===== src/rtl/bridge_pkg.sv =====
// bridge_pkg: shared AHB2AHB bridge encodings for the source and sink controllers.
// Holds the controller state encoding and the bit offsets of the request and
// response packet fields.
package bridge_pkg;
  typedef enum logic [1:0] {
    ST_NORMAL = 2'b00,
    ST_DRAIN  = 2'b01,
    ST_IDLE   = 2'b11
  } state_e;
  function automatic int rw_bit(input int pw);
    return pw - 1;
  endfunction
  function automatic int valid_bit(input int pw);
    return pw - 2;
  endfunction
  function automatic int rsp_valid_bit(input int dw);
    return dw;
  endfunction
endpackage


===== src/rtl/outstanding_tracker.sv =====
// outstanding_tracker: up/down count of reads accepted but not yet answered.
// Ports: clk/rst_n (async active-low), inc/dec events, full (count == MAX),
// zero (count == 0). Simultaneous inc and dec leave the count unchanged.
module outstanding_tracker #(
  parameter int MAX_OUTSTANDING = 4
) (
  input  logic clk,
  input  logic rst_n,
  input  logic inc,
  input  logic dec,
  output logic full,
  output logic zero
);
  localparam int CW = $clog2(MAX_OUTSTANDING + 1);
  logic [CW-1:0] count_q, count_d;
  always_comb begin
    count_d = count_q + CW'(inc & ~dec) - CW'(dec & ~inc);
    full    = count_q == CW'(MAX_OUTSTANDING);
    zero    = count_q == '0;
  end
  always_ff @(posedge clk or negedge rst_n)
    if (!rst_n) count_q <= '0;
    else        count_q <= count_d;
endmodule


===== src/rtl/source_controller.sv =====
// source_controller: source-side AHB2AHB bridge controller.
// Packs accepted slave transfers into request packets (zero latency), unpacks
// response packets into registered read data (one cycle), and drains in-flight
// traffic before reporting sleep to the sink side.
// Ports: slave side (i_valid/i_rd0_wr1/i_addr/i_wr_data/o_ready/o_rd_*),
// request FIFO push side, response FIFO pop side, sleep handshake, o_rsp_err.
module source_controller
  import bridge_pkg::*;
#(
  parameter int ADDR_WIDTH      = 32,
  parameter int DATA_WIDTH      = 32,
  parameter int packet_width    = ADDR_WIDTH + DATA_WIDTH + 2,
  parameter int MAX_OUTSTANDING = 4
) (
  input  logic                    i_clk_source,
  input  logic                    i_rstn_source,
  input  logic                    i_source_sleep_req,
  input  logic                    sink_sleep_status,
  input  logic                    i_valid,
  input  logic                    i_rd0_wr1,
  input  logic [ADDR_WIDTH-1:0]   i_addr,
  input  logic [DATA_WIDTH-1:0]   i_wr_data,
  output logic                    o_ready,
  output logic [DATA_WIDTH-1:0]   o_rd_data,
  output logic                    o_rd_valid,
  input  logic                    req_fifo_full,
  input  logic                    req_fifo_empty,
  output logic                    req_fifo_wr_en,
  output logic [packet_width-1:0] o_packet,
  input  logic                    rsp_fifo_empty,
  input  logic [DATA_WIDTH:0]     i_packet,
  output logic                    rsp_fifo_rd_en,
  output logic                    o_source_sleep_ack,
  output logic                    source_sleep_status,
  output logic                    o_rsp_err
);
  localparam int RW_BIT    = rw_bit(packet_width);
  localparam int VALID_BIT = valid_bit(packet_width);
  localparam int RSP_VALID = rsp_valid_bit(DATA_WIDTH);
  state_e state_q, state_d;
  logic cnt_full, cnt_zero, sleepy, drained, accept, rsp_v, dec;
  logic rd_valid_q, rd_valid_d, rsp_err_q, rsp_err_d;
  logic [DATA_WIDTH-1:0] rd_data_q, rd_data_d;
  logic [packet_width-1:0] pkt;
  outstanding_tracker #(.MAX_OUTSTANDING(MAX_OUTSTANDING)) u_tracker (
    .clk  (i_clk_source),
    .rst_n(i_rstn_source),
    .inc  (accept & ~i_rd0_wr1),
    .dec  (dec),
    .full (cnt_full),
    .zero (cnt_zero)
  );
  always_comb begin
    sleepy  = i_source_sleep_req | sink_sleep_status;
    drained = cnt_zero & req_fifo_empty & rsp_fifo_empty;
    // Release of both sleep sources wins over completing the drain; the
    // unused encoding 2'b10 falls back into DRAIN.
    state_d = !sleepy ? ST_NORMAL :
              (state_q == ST_NORMAL) ? ST_DRAIN :
              (state_q == ST_IDLE || drained) ? ST_IDLE : ST_DRAIN;
    // Combinational outputs are forced low while reset is held.
    o_ready = i_rstn_source & (state_q == ST_NORMAL) & ~req_fifo_full & ~(~i_rd0_wr1 & cnt_full);
    accept  = i_valid & o_ready;
    pkt = '0;
    pkt[RW_BIT] = i_rd0_wr1;
    pkt[VALID_BIT] = 1'b1;
    pkt[VALID_BIT-1 -: ADDR_WIDTH] = i_addr;
    pkt[DATA_WIDTH-1:0] = i_wr_data & {DATA_WIDTH{i_rd0_wr1}};
    o_packet       = accept ? pkt : '0;
    req_fifo_wr_en = accept;
    rsp_fifo_rd_en = i_rstn_source & (state_q != ST_IDLE) & ~rsp_fifo_empty;
    rsp_v      = rsp_fifo_rd_en & i_packet[RSP_VALID];
    dec        = rsp_v & ~cnt_zero;
    rd_valid_d = dec;
    rsp_err_d  = rsp_v & cnt_zero;
    rd_data_d  = dec ? i_packet[DATA_WIDTH-1:0] : rd_data_q;
    source_sleep_status = state_q == ST_IDLE;
    o_source_sleep_ack  = (state_q == ST_IDLE) & i_source_sleep_req;
    o_rd_valid = rd_valid_q;
    o_rd_data  = rd_data_q;
    o_rsp_err  = rsp_err_q;
  end
  always_ff @(posedge i_clk_source or negedge i_rstn_source)
    if (!i_rstn_source) begin
      state_q    <= ST_NORMAL;
      rd_valid_q <= 1'b0;
      rsp_err_q  <= 1'b0;
      rd_data_q  <= '0;
    end else begin
      state_q    <= state_d;
      rd_valid_q <= rd_valid_d;
      rsp_err_q  <= rsp_err_d;
      rd_data_q  <= rd_data_d;
    end
endmodule


===== config.mk =====
export PLATFORM = sky130hd
export DESIGN_NAME = source_controller
export DESIGN_NICKNAME = d
export VERILOG_FILES = /design/src/rtl/bridge_pkg.sv /design/src/rtl/outstanding_tracker.sv /design/src/rtl/source_controller.sv
export SDC_FILE = /design/constraint.sdc
export NUM_CORES = 1
export LEC_CHECK = 0
export CORE_MARGIN = 2
export CORE_UTILIZATION = 30
export CTS_CLUSTER_SIZE = 40
export DETAILED_ROUTE_END_ITERATION = 12
export GPL_TIMING_DRIVEN = 0
export HOLD_SLACK_MARGIN = 0.02
export PLACE_DENSITY_LB_ADDON = 0.12
export SLEW_MARGIN = 5
export SYNTH_ARGS = -nofsm -noshare
export SYNTH_HDL_FRONTEND = slang
export SYNTH_SLANG_ARGS = --single-unit

===== constraint.sdc =====
create_clock -name i_clk_source -period 3.8 [get_ports i_clk_source]
set_clock_uncertainty 0.1 [all_clocks]
set_input_delay 0.76 -clock i_clk_source [delete_from_list [all_inputs] [get_ports i_clk_source]]
set_output_delay 0.76 -clock i_clk_source [all_outputs]
set_load 0.005 [all_outputs]

Word level (Yosys, flattened, before mapping) --
Cells that the tools add are included.
Storage, ports and cells: register bits 39, input bits 106, output and inout bits 105, word-level logic and storage cells 42
Operators by class: add/subtract/negate cells 2, eq/ne operators 3, muxes and demuxes 4, bitwise gates (word level) 25, reductions and logical operators 3
Operators by type and width (number):
- 2-to-1 mux 66 bit | 1
- AND 32 bit | 1
- AND 1 bit | 14
- AND 1 x 3 -> 3 bit | 2
- 2-to-1 mux 2 bit | 3
- inverter 1 -> 3 bit | 2
- inverter 1 bit | 5
- adder 3 bit | 1
- equality test 3 bit, second input constant | 1
- zero test 3 bit | 1
- subtractor 3 bit | 1
- equality test 2 bit, second input constant | 1
- zero test 2 bit | 1
- != test 2 bit, second input constant | 1
- logical OR 1 bit | 1
- bitwise OR 1 bit | 1

Depth between registers and ports, before layout --
word-level depth 9, gate-level depth with buffers 12, gate-level depth less buffers 10

Hierarchy --
Synthesis repeated with hierarchy kept, for this count alone.
Second synthesis, totals: cell total of the unflattened synthesis 173, area, all modules 2189.6 µm²
Modules (own cells, without submodules):
- source_controller | instances 1, cells each 160, area an instance 2018.2 µm², sequential area each 900.9 µm²
- outstanding_tracker | instances 1, cells each 13, area an instance 171.4 µm², sequential area each 75.1 µm²

Worst setup path after synthesis --
OpenSTA, ideal clock, no wires.
path kind input port to flip-flop, from input i_rd0_wr1, to register u_tracker.count_q[2], setup time 123 ps, arrival time 2962 ps, data required time 3577 ps, setup slack 615 ps, cell stages on the path 12, path buffers 2, cells stage by stage or4b_1 and3_1 clkbuf_1 clkbuf_1 a21oi_1 ha_1 inv_1 ha_1 inv_1 fa_1 xnor2_1 xnor2_1
On the way: cells in the longest elaborated chain, start to end 9, elaborated cells between the ends (all ways) 11, classes of those cells add/sub: 2; bitwise: 9
RTL lines:
- start: declaration | line source_controller.sv:20 | input logic i_rd0_wr1,
- inverter 1 bit (*) | line source_controller.sv:62 | o_ready = i_rstn_source & (state_q == ST_NORMAL) & ~req_fifo_full & ~(~i_rd0_wr1 & cnt_full);
- AND 1 bit (*) | line source_controller.sv:62
- inverter 1 bit (*) | line source_controller.sv:62
- AND 1 bit (*) | line source_controller.sv:62
- AND 1 bit (*) | line source_controller.sv:63 | accept = i_valid & o_ready;
- via req_fifo_wr_en | line source_controller.sv:28 | output logic req_fifo_wr_en,
- AND 1 bit (*) | line source_controller.sv:48 | .inc (accept & ~i_rd0_wr1),
- AND 1 x 3 -> 3 bit / inverter 1 -> 3 bit (equally long branches) | line outstanding_tracker.sv:17 | count_d = count_q + CW'(inc & ~dec) - CW'(dec & ~inc);
- adder 3 bit / AND 1 x 3 -> 3 bit (equally long branches) | line outstanding_tracker.sv:17
- subtractor 3 bit (*) | line outstanding_tracker.sv:17
- via u_tracker.count_d[2] | line outstanding_tracker.sv:15 | logic [CW-1:0] count_q, count_d;
- end signal: assignment | line outstanding_tracker.sv:23 | else count_q <= count_d;
- end: declaration | line outstanding_tracker.sv:15
The timed path passes the listed nets; every way through them passes the cells marked *. A chain may end at the register's enable or synchronous reset.

Worst setup path after layout --
from input i_rd0_wr1, to output o_packet[44]
On the way: cells in the longest elaborated chain, start to end 6
RTL lines:
- inverter 1 bit | line source_controller.sv:62
- AND 1 bit | line source_controller.sv:62
- inverter 1 bit | line source_controller.sv:62
- AND 1 bit | line source_controller.sv:62
- AND 1 bit | line source_controller.sv:63
- 2-to-1 mux 66 bit | line source_controller.sv:69 | o_packet = accept ? pkt : '0;
- end: declaration | line source_controller.sv:29 | output logic [packet_width-1:0] o_packet,
No other way between the ends.

==> results.json <==
{
  "htree_num_levels": 2,
  "min_period_over_period_pct": 96.1,
  "max-vdd-ir-drop_uv": 237,
  "finalInstanceArea_sq_um": 4460,
  "synth.yosys.seq_area_share_pct": 46.0,
  "rows": 30,
  "outcome": "completed",
  "p_comb_share_pct": 46.5,
  "slew_viol_final": 0,
  "clkSlewWorstSetupHoldPaths_ns": 0.08,
  "die_w_um": 88.1,
  "ys_ff_latch": 39,
  "endpoint_type_of_the_worst_setup_path": "output pin",
  "mappedNetlistNets": 284,
  "design.core.area_sq_um": 6830,
  "die-height_um": 88.1,
  "critPathKind": "in2out",
  "critPathMaxStageDelay_ns": 0.49,
  "floorplan.initialDensity_pct": 31.1,
  "crit_path_cell_trace": "clkdlybuf4s50_1 > or4b_1 > and3_2 > clkbuf_2 > and2_1 > clkdlybuf4s50_1",
  "flow.area_growth_from_synthesis_pct": 110,
  "rsz_0062_raised_after_global_routing": "false",
  "hold_violations": 0,
  "clock_path_buffers": 2,
  "placement.io_buffers": 210,
  "layout_common_cells": "209 x clkdlybuf4s50_1, 65 x and2_1, 39 x dfrtp_1",
  "critPathArrivalTime_ns": 2.79,
  "dpl-instance-area_sq_um": 4360,
  "grt_max_degree": 37,
  "total_wirelength_of_the_detailed_routed_design_um": 6680,
  "grt_first_pass_wirelength_um": 10000,
  "drive_above_1_share_pct": 12.7,
  "clock_power_share_pct": 14.3,
  "setup_viol_count_final": 0,
  "net-switching-power_mw": 0.465,
  "pre_cts_ws_ns": -0.239,
  "cts-buffers-inserted": 5,
  "seq_cell_area_sq_um": 976,
  "cpMaxStageDelayCell": "or4b_1",
  "timing_worst_slew_pin_value_ns": 0.349,
  "grt_antenna_before_repair": 0,
  "power.sequential.fraction_pct": 39.2,
  "place.gp.congestion": 0.724,
  "switching_part_of_the_total_pct": 25.4,
  "antenna_cells_inserted": 0,
  "initialDrtViolationCount": 39,
  "detailedPlacementHpwl_um": 5580,
  "cp_delay_by_family_top": "buffers and inverters",
  "critPathMaxFanout": 10,
  "avgViaCountPerCell": 4.19,
  "worst_hold_path_type": "in2async",
  "yosys_warnings": 0,
  "clock_insertion_delay_worst_skew_ns": 0.27,
  "global_route.overflow_total": 0,
  "synth_cell_type_count": 22,
  "total_leakage_power_nw": 1.95,
  "worst_path_most_repeated_cell": "clkdlybuf4s50_1",
  "postLayoutSetupSlackWorst_ns": 0.146,
  "fin_util_pct": 65.3,
  "floorplan.die_area_sq_um": 7760,
  "tritoncts_num_sinks": 39,
  "wl_per_cell_um": 13.7,
  "maxSlewHeadroom_pct": 76.6,
  "fillCellCount": 595,
  "intPower_mw": 1.37,
  "timing.fmax_mhz": 274,
  "critPathBufInv": 3,
  "post_synth.cell_area_avg_sq_um": 12.1,
  "drv.max_cap_violation_count": 0,
  "ctsRootBufferMaster": "clkbuf_8",
  "layout_commonest_cell": "clkdlybuf4s50_1",
  "via_count_of_the_first_global_routing_pass": 2033,
  "design.final.nets": 501,
  "cts_setup_buffers": 0,
  "critical_path_required_ns": 2.94,
  "num_vias": 2049,
  "tritoncts_clock_tree": "done",
  "grtUsageTotal_pct": 16.8,
  "antenna_violating_nets_post_route": 0,
  "io_pins": 211,
  "startpoint_type": "input pin",
  "power.density_nw_per_um2": 411,
  "synth.cell_area_sq_um": 2120,
  "synthCells": 175,
  "first_pass_iters": 4,
  "timing.final.crit_period_ns": 3.65,
  "drc_errors": 0,
  "area_used_by_multi_input_combinational_logic_sq_um": 1060
}
-- layer usage --
layer  GRT usage (%)  share of wire [%]  vias to the layer above
li1                -                  -                      997
met1            19.6                 39                      938
met2            28.9                 51                      114
met3            7.16                 10                        0
met4            3.31                  0                        0
met5               0                  0                        -
-- Yosys cell counts, drive strengths merged --
| cell | instances | share of area, % |
|---|---|---|
| a21oi | 1 | 0.24 |
| and2 | 66 | 20 |
| and3 | 5 | 1.5 |
| buf | 5 | 2.5 |
| clkbuf | 7 | 1.2 |
| dfrtp | 39 | 46 |
| fa | 1 | 0.94 |
| ha | 2 | 1.2 |
| inv | 6 | 1.1 |
| mux2 | 32 | 22 |
| nand2b | 1 | 0.29 |
| nor2 | 1 | 0.18 |
| nor3 | 1 | 0.24 |
| nor4b | 1 | 0.41 |
| o2111a | 1 | 0.53 |
| o21a | 1 | 0.35 |
| or2 | 1 | 0.29 |
| or4b | 2 | 0.94 |
| xnor2 | 2 | 0.83 |
-- layout make-up --
class                   count  area share (%)
flip-flops and latches     39            21.9
multi-input cells         118            23.8
well taps                  96            2.69
repair buffers            211            47.5
plain buffers              11            1.80
clock buffers               5            1.54
clock inverters             3           0.337
inverters                   6           0.505
-- power by group through the flow --
stage | Sequential, mW | Combinational (mW) | Clock, mW
after global routing | 0.743 | 0.912 | 0.295
after floorplan | 0.724 | 0.318 | 0
after detailed placement | 0.718 | 0.862 | 0
final | 0.718 | 0.852 | 0.262
after CTS | 0.718 | 0.864 | 0.270
after global placement | 0.714 | 0.847 | 0
-- timing repair --
action	4_1_cts	5_1_grt
setup endpoints to repair	30	58
hold buffers	0	0
gates resized for setup	3	7
-- path summary, 6_finish.rpt --
kind                                                 from                              to  slack (ns)  cells past startpoint
min reg2reg                u_tracker.count_q[2]$_DFF_PN0_  u_tracker.count_q[2]$_DFF_PN0_        0.39                      1
min                                         i_rstn_source       o_rd_data[23]$_DFFE_PN0P_        0.19                      1
max in group asynchronous                   i_rstn_source  u_tracker.count_q[0]$_DFF_PN0_        2.99                      2
min in group i_clk_source  u_tracker.count_q[2]$_DFF_PN0_  u_tracker.count_q[2]$_DFF_PN0_        0.39                      1
max                                             i_rd0_wr1                    o_packet[44]        0.15                      6
max reg2reg                u_tracker.count_q[1]$_DFF_PN0_  u_tracker.count_q[2]$_DFF_PN0_        0.87                     11
-- logic make-up after synthesis --
logic type	Yosys count	share of synthesized area, %
buffers and inverters	18	4.78
AO/OA/AOI/OAI	3	1.12
adder cells (fa/ha/maj)	3	2.12
multiplexers	32	21.8
flip-flops	39	46.0
AND/OR/NAND/NOR	78	23.4
XOR/XNOR	2	0.826
-- registers in the layout (all words and copies together) (netlist names) --
register and flops:
o_rd_data 32, o_rd_valid 1, o_rsp_err 1, state_q 2
u_tracker.count_q 3
-- metrics by stage --
stage | std cells | setup TNS, ns | hold WS, ns | total power [mW]
after floorplan | 175 | 0 | 0.360 | 1.04
after global placement | 481 | -110.13 | 0.374 | 1.56
after detailed placement | 482 | -5.84 | 0.380 | 1.58
after CTS | 489 | 0 | 0.185 | 1.85
after global routing | 489 | 0 | 0.178 | 1.95
final | 489 | 0 | 0.191 | 1.83
(Power assumes the default switching activity.)
